### config.mk
export PLATFORM = sky130hd
export DESIGN_NAME = qubit_readout_ctrl
export DESIGN_NICKNAME = d
export VERILOG_FILES = /design/src/rtl/qubit_readout_ctrl.sv
export SDC_FILE = /design/constraint.sdc
export NUM_CORES = 1
export LEC_CHECK = 0
export BUFFER_PORTS_ARGS = -buffer_cell sky130_fd_sc_hd__buf_2
export CAP_MARGIN = 20
export CELL_PAD_IN_SITES_DETAIL_PLACEMENT = 1
export CELL_PAD_IN_SITES_GLOBAL_PLACEMENT = 1
export CORE_MARGIN = 4
export CORE_UTILIZATION = 43
export DETAILED_ROUTE_END_ITERATION = 8
export GPL_TIMING_DRIVEN = 0
export MAX_ROUTING_LAYER = met4
export PLACE_DENSITY_LB_ADDON = 0.1
export SLEW_MARGIN = 20
export SYNTH_ARGS = -nofsm -noshare
export SYNTH_HDL_FRONTEND = slang
export SYNTH_SLANG_ARGS = --single-unit
### constraint.sdc
create_clock -name clk -period 2.7 [get_ports clk]
set_clock_uncertainty 0.05 [all_clocks]
set_input_delay 0 -clock clk [delete_from_list [all_inputs] [get_ports clk]]
set_output_delay 0 -clock clk [all_outputs]
set_load 0.01 [all_outputs]
### src/rtl/qubit_readout_ctrl.sv
// Qubit readout/correction controller: integrates the engine's measurement
// bit over a 2^WINDOW_LOG2 window, majority-votes a result, offers it on a
// valid/ready port and optionally drives a fixed-length correction pulse.
module qubit_readout_ctrl #(
  parameter int unsigned WINDOW_LOG2    = 4,
  parameter int unsigned ONES_MIN       = 9,
  parameter int unsigned PULSE_CYCLES   = 4,
  parameter logic [15:0] PULSE_STRENGTH = 16'h0324
) (
  input  logic                 clk,
  input  logic                 rst_n,
  input  logic                 start,
  input  logic                 correct_en,
  input  logic                 measurement,
  output logic                 busy,
  output logic                 result_valid,
  input  logic                 result_ready,
  output logic                 result_bit,
  output logic [WINDOW_LOG2:0] ones_count,
  output logic [15:0]          rounds,
  output logic                 apply_pulse,
  output logic [15:0]          pulse_strength
);

  localparam int unsigned PCW = (PULSE_CYCLES > 1) ? $clog2(PULSE_CYCLES) : 1;
  localparam logic [PCW-1:0]       PC_LAST    = PCW'(PULSE_CYCLES - 1);
  localparam logic [WINDOW_LOG2:0] ONES_MIN_V = (WINDOW_LOG2 + 1)'(ONES_MIN);

  typedef enum logic [1:0] {
    IDLE    = 2'd0,
    SAMPLE  = 2'd1,
    REPORT  = 2'd2,
    CORRECT = 2'd3
  } state_t;

  state_t                 state_q, state_d;
  logic [WINDOW_LOG2-1:0] scnt_q, scnt_d;
  logic [WINDOW_LOG2:0]   acc_q, acc_d;
  logic [PCW-1:0]         pcnt_q, pcnt_d;
  logic                   busy_q, busy_d;
  logic                   valid_q, valid_d;
  logic                   bit_q, bit_d;
  logic [WINDOW_LOG2:0]   ones_q, ones_d;
  logic [15:0]            rounds_q, rounds_d;
  logic                   apply_q, apply_d;
  logic [15:0]            strength_q, strength_d;

  logic                   handshake;
  logic [WINDOW_LOG2:0]   acc_sum;

  assign handshake = valid_q && result_ready;
  assign acc_sum   = acc_q + {{WINDOW_LOG2{1'b0}}, measurement};

  // Next-state and registered-output logic for the readout FSM.
  always_comb begin
    state_d    = state_q;
    scnt_d     = scnt_q;
    acc_d      = acc_q;
    pcnt_d     = pcnt_q;
    valid_d    = valid_q;
    bit_d      = bit_q;
    ones_d     = ones_q;
    rounds_d   = rounds_q;
    apply_d    = apply_q;
    strength_d = strength_q;

    unique case (state_q)
      IDLE: begin
        if (start) begin
          state_d = SAMPLE;
          scnt_d  = '0;
          acc_d   = '0;
        end
      end
      SAMPLE: begin
        acc_d  = acc_sum;
        scnt_d = scnt_q + WINDOW_LOG2'(1);
        // Counter wrapping to zero marks the final sample of the window.
        if (scnt_q == '1) begin
          state_d = REPORT;
          ones_d  = acc_sum;
          bit_d   = (acc_sum >= ONES_MIN_V);
          valid_d = 1'b1;
        end
      end
      REPORT: begin
        if (handshake) begin
          valid_d  = 1'b0;
          rounds_d = rounds_q + 16'd1;
          if (bit_q && correct_en) begin
            state_d    = CORRECT;
            apply_d    = 1'b1;
            strength_d = PULSE_STRENGTH;
            pcnt_d     = '0;
          end else begin
            state_d = IDLE;
          end
        end
      end
      CORRECT: begin
        if (pcnt_q == PC_LAST) begin
          state_d    = IDLE;
          apply_d    = 1'b0;
          strength_d = '0;
        end else begin
          pcnt_d = pcnt_q + PCW'(1);
        end
      end
      default: state_d = IDLE;
    endcase

    busy_d = (state_d != IDLE);
  end

  // State and output registers; reset clears everything asynchronously.
  always_ff @(posedge clk or negedge rst_n) begin
    if (!rst_n) begin
      state_q    <= IDLE;
      scnt_q     <= '0;
      acc_q      <= '0;
      pcnt_q     <= '0;
      busy_q     <= 1'b0;
      valid_q    <= 1'b0;
      bit_q      <= 1'b0;
      ones_q     <= '0;
      rounds_q   <= '0;
      apply_q    <= 1'b0;
      strength_q <= '0;
    end else begin
      state_q    <= state_d;
      scnt_q     <= scnt_d;
      acc_q      <= acc_d;
      pcnt_q     <= pcnt_d;
      busy_q     <= busy_d;
      valid_q    <= valid_d;
      bit_q      <= bit_d;
      ones_q     <= ones_d;
      rounds_q   <= rounds_d;
      apply_q    <= apply_d;
      strength_q <= strength_d;
    end
  end

  assign busy           = busy_q;
  assign result_valid   = valid_q;
  assign result_bit     = bit_q;
  assign ones_count     = ones_q;
  assign rounds         = rounds_q;
  assign apply_pulse    = apply_q;
  assign pulse_strength = strength_q;

endmodule

==> metrics.log <==
[metrics] sum of negative setup slack: 0 ns
[metrics] post-detail-place hpwl: 3360 um
[metrics] Post-Syn Instances: 184
[metrics] register-to-register path setup slack: 1.12 ns
[metrics] syn_area_per_cell: 10.3 um^2
[metrics] commonest cells after routing, fill and taps aside: sky130_fd_sc_hd__dfrtp_1 (38), sky130_fd_sc_hd__buf_2 (35), sky130_fd_sc_hd__nand2_1 (33)
[metrics] count of buffers added by post-CTS timing repair for setup: 0
[metrics] DRC Markers: 0
[metrics] Skew-Pair Late Insertion Delay: 0.29 ns
[metrics] die outline width: 74.6 um
[metrics] post-synthesis instance area: 1900 um^2
[metrics] Fmax achieved: 0.632 GHz
[metrics] RSZ-0062 raised after global routing: false
[metrics] Worst Hold Slack: 0.0544 ns
[metrics] maximum buffer depth of the clock tree: 2
[metrics] Nets: 250
[metrics] type of destination of the critical path: flop
[metrics] Critical Path End: busy
[metrics] sequential fraction of the synthesis area: 49.9%
[metrics] detailed-route wire length per cell: 14.9 um
[metrics] Synth Register Bits: 38
[metrics] vias after detailed routing: 1471
[metrics] TritonCTS buffer count: 5
[metrics] power per standard cell area: 785 nW/um^2
[metrics] count of antenna-violating nets left after detailed routing: 0
[metrics] level count of the clock H-tree: 2
[metrics] highest fanout seen on the critical path: 4
[metrics] global-route wire length before repair: 7370 um
[metrics] First-pass DRT Iterations: 4
[metrics] CTS sink count: 38
[metrics] Worst slew margin: 43.2%
[metrics] Max Transition Viols Final: 0
[metrics] Hold WC Path Type: primary input to flop
[metrics] Clk Tree Root Cell: sky130_fd_sc_hd__clkbuf_8
[metrics] initial standard-cell utilization of the core: 46.0%
[metrics] via density per instance: 5.07
[metrics] worst reg2reg startpoint: scnt_q[0]
[metrics] Worst setup startpoint: scnt_q[0]
[metrics] number of diodes: 0
[metrics] IO Pins: 47
[metrics] TritonCTS clock tree: done
[metrics] number of warning messages in the yosys log: 0
[metrics] final-report hold violation count: 0
[metrics] Area growth, synth to finish: 21.0%
[metrics] layout cells sized above 1: 29.6%
[metrics] run status: finished clean
[metrics] global-route usage over all layers: 17.8%
[metrics] Synth Flop Type: sky130_fd_sc_hd__dfrtp_1
[metrics] site row count: 23
[metrics] Worst Tran Pin Value: 0.851 ns
[metrics] die area: 5560 um^2
[metrics] commonest non-fill, non-tap cell in the layout: sky130_fd_sc_hd__dfrtp_1
[metrics] weighted congestion at the end of routability-driven global placement: 0.796
[metrics] # Max-Cap Violations: 0
[metrics] largest net degree at the start of global routing: 39
[metrics] worst ir drop on vdd: 445 uV
[metrics] reg2reg end: busy
[metrics] Worst Setup Path Type: flop to flop
[metrics] number of global-route vias before repair: 1579
[metrics] Period Utilization, post-route: 58.6%
[metrics] share of synthesized registers carrying an async set or reset: 100%
[metrics] placeable core area: 4140 um^2
[metrics] total design power: 1.81 mW
[metrics] Die Ht: 74.6 um
[metrics] number of distinct library cells after synthesis: 35
[metrics] final-report setup violation count: 0
[metrics] arrival time reported for the critical path endpoint: 1.71 ns
[metrics] Min Clock Period, post-route: 1.58 ns
[metrics] total of buffers placed on input and output ports: 34
[metrics] launching element type of the critical path: flop
[metrics] length in cells of the worst reg-to-reg path: 5
[metrics] clock transition time at the flip-flop clock pins of the worst setup and hold paths: 0.07 ns
[metrics] Iter 0 DRT Violations: 43
[metrics] Worst EP required: 2.82 ns
[metrics] reported leakage power: 1.20 nW
[metrics] global route overflow: 0
[metrics] antenna violations before repair: 0
[metrics] number of synthesized flops with an enable pin: 0
[metrics] post-detailed-routing wire length: 4320 um
[metrics] Core Util, Final: 55.6%
cells by family (layout without fill, tap and decap cells):
family                     Yosys count  in the layout  share of synthesized area, %
AOI/OAI and AO/OA                   23             23                          7.75
xor gates and xnor gates            18             18                          8.28
adders and majority gates            5              5                          3.29
buffers and inverters               24             69                          8.74
DFF                                 38             38                          49.9
muxes                                1              1                         0.591
other                                1             12                         0.197
and+or+nand+nor                     74             74                          21.2
repair_timing:
action,CTS,global route
endpoints found under the hold margin,40,0
hold buffers,3,0
gates resized for setup,0,0
cells in the mapped netlist (2+ instances only):
cell type                 count  area, um^2
sky130_fd_sc_hd__a21oi_1      2        10.0
sky130_fd_sc_hd__nand3_1     11        55.1
sky130_fd_sc_hd__buf_4       18         135
sky130_fd_sc_hd__o21ai_0     11        55.1
sky130_fd_sc_hd__ha_1         5        62.6
sky130_fd_sc_hd__a22o_1       4        35.0
sky130_fd_sc_hd__xor2_1       6        52.6
sky130_fd_sc_hd__nor2_1      10        37.5
sky130_fd_sc_hd__dfrtp_1     38         951
sky130_fd_sc_hd__xnor2_1     12         105
sky130_fd_sc_hd__nand4_1      4        25.0
sky130_fd_sc_hd__inv_1        4        15.0
sky130_fd_sc_hd__nand2_1     33         124
sky130_fd_sc_hd__nor3_2       2        20.0
sky130_fd_sc_hd__and3_1       4        25.0
critical path, cell delays in order, from the launching register on:
cell and delay, ns:
sky130_fd_sc_hd__dfrtp_1 0.42, sky130_fd_sc_hd__ha_1 0.27, sky130_fd_sc_hd__nand3_1 0.17, sky130_fd_sc_hd__nor2_1 0.11, sky130_fd_sc_hd__a31o_2 0.23, sky130_fd_sc_hd__or2_1 0.22
where the power goes:
group | leakage (nW) | internal, mW | switching, mW | total [mW]
clock | 0.0472 | 0.205 | 0.206 | 0.412
combinational | 0.683 | 0.255 | 0.317 | 0.572
sequential | 0.473 | 0.704 | 0.121 | 0.826
area by class of cell:
| type | instances | area (um^2) |
|---|---|---|
| fill | 471 | 1840 |
| sequential | 38 | 951 |
| multi-input combinational | 133 | 828 |
| timing repair buffer | 37 | 200 |
| buffer | 20 | 151 |
| clock buffer | 6 | 82.6 |
| tap | 50 | 62.6 |
| inverter | 4 | 15.0 |
| clock inverter | 2 | 12.5 |
state kept, by name, summed over array words and instances (netlist names):
name	count
acc_q	5
ones_count	5
scnt_q	4
state_q	2
rounds	16
busy	1
result_bit	1
result_valid	1
pcnt_q	2
pulse_strength	1
metrics by stage:
stage / worst slack (ns) / cell area, um^2 / std cells
after floorplan: 1.28 / 1950 / 195
after global placement: 1.18 / 2180 / 279
after detailed placement: 1.12 / 2180 / 279
after CTS: 1.10 / 2300 / 290
after global routing: 0.979 / 2300 / 290
final: 1.12 / 2300 / 290
worst min-delay path by stage:
stage	from	endpoint	cells past startpoint
2_1_floorplan	rst_n	acc_q[0]	0
6_report	result_ready	rounds[0]	3
5_1_grt	result_ready	rounds[0]	3
3_5_place_dp	rst_n	rounds[2]	1
4_1_cts	result_ready	rounds[0]	3
3_3_place_gp	rst_n	rounds[2]	1
layer usage:
metal,global-route usage (%),up-vias,wire (um)
met1,19.4,722,1690
met4,6.92,0,89
met5,-,-,0
met2,32.2,35,2380
li1,-,702,-
met3,2.84,12,160
(Power assumes the default switching activity.)
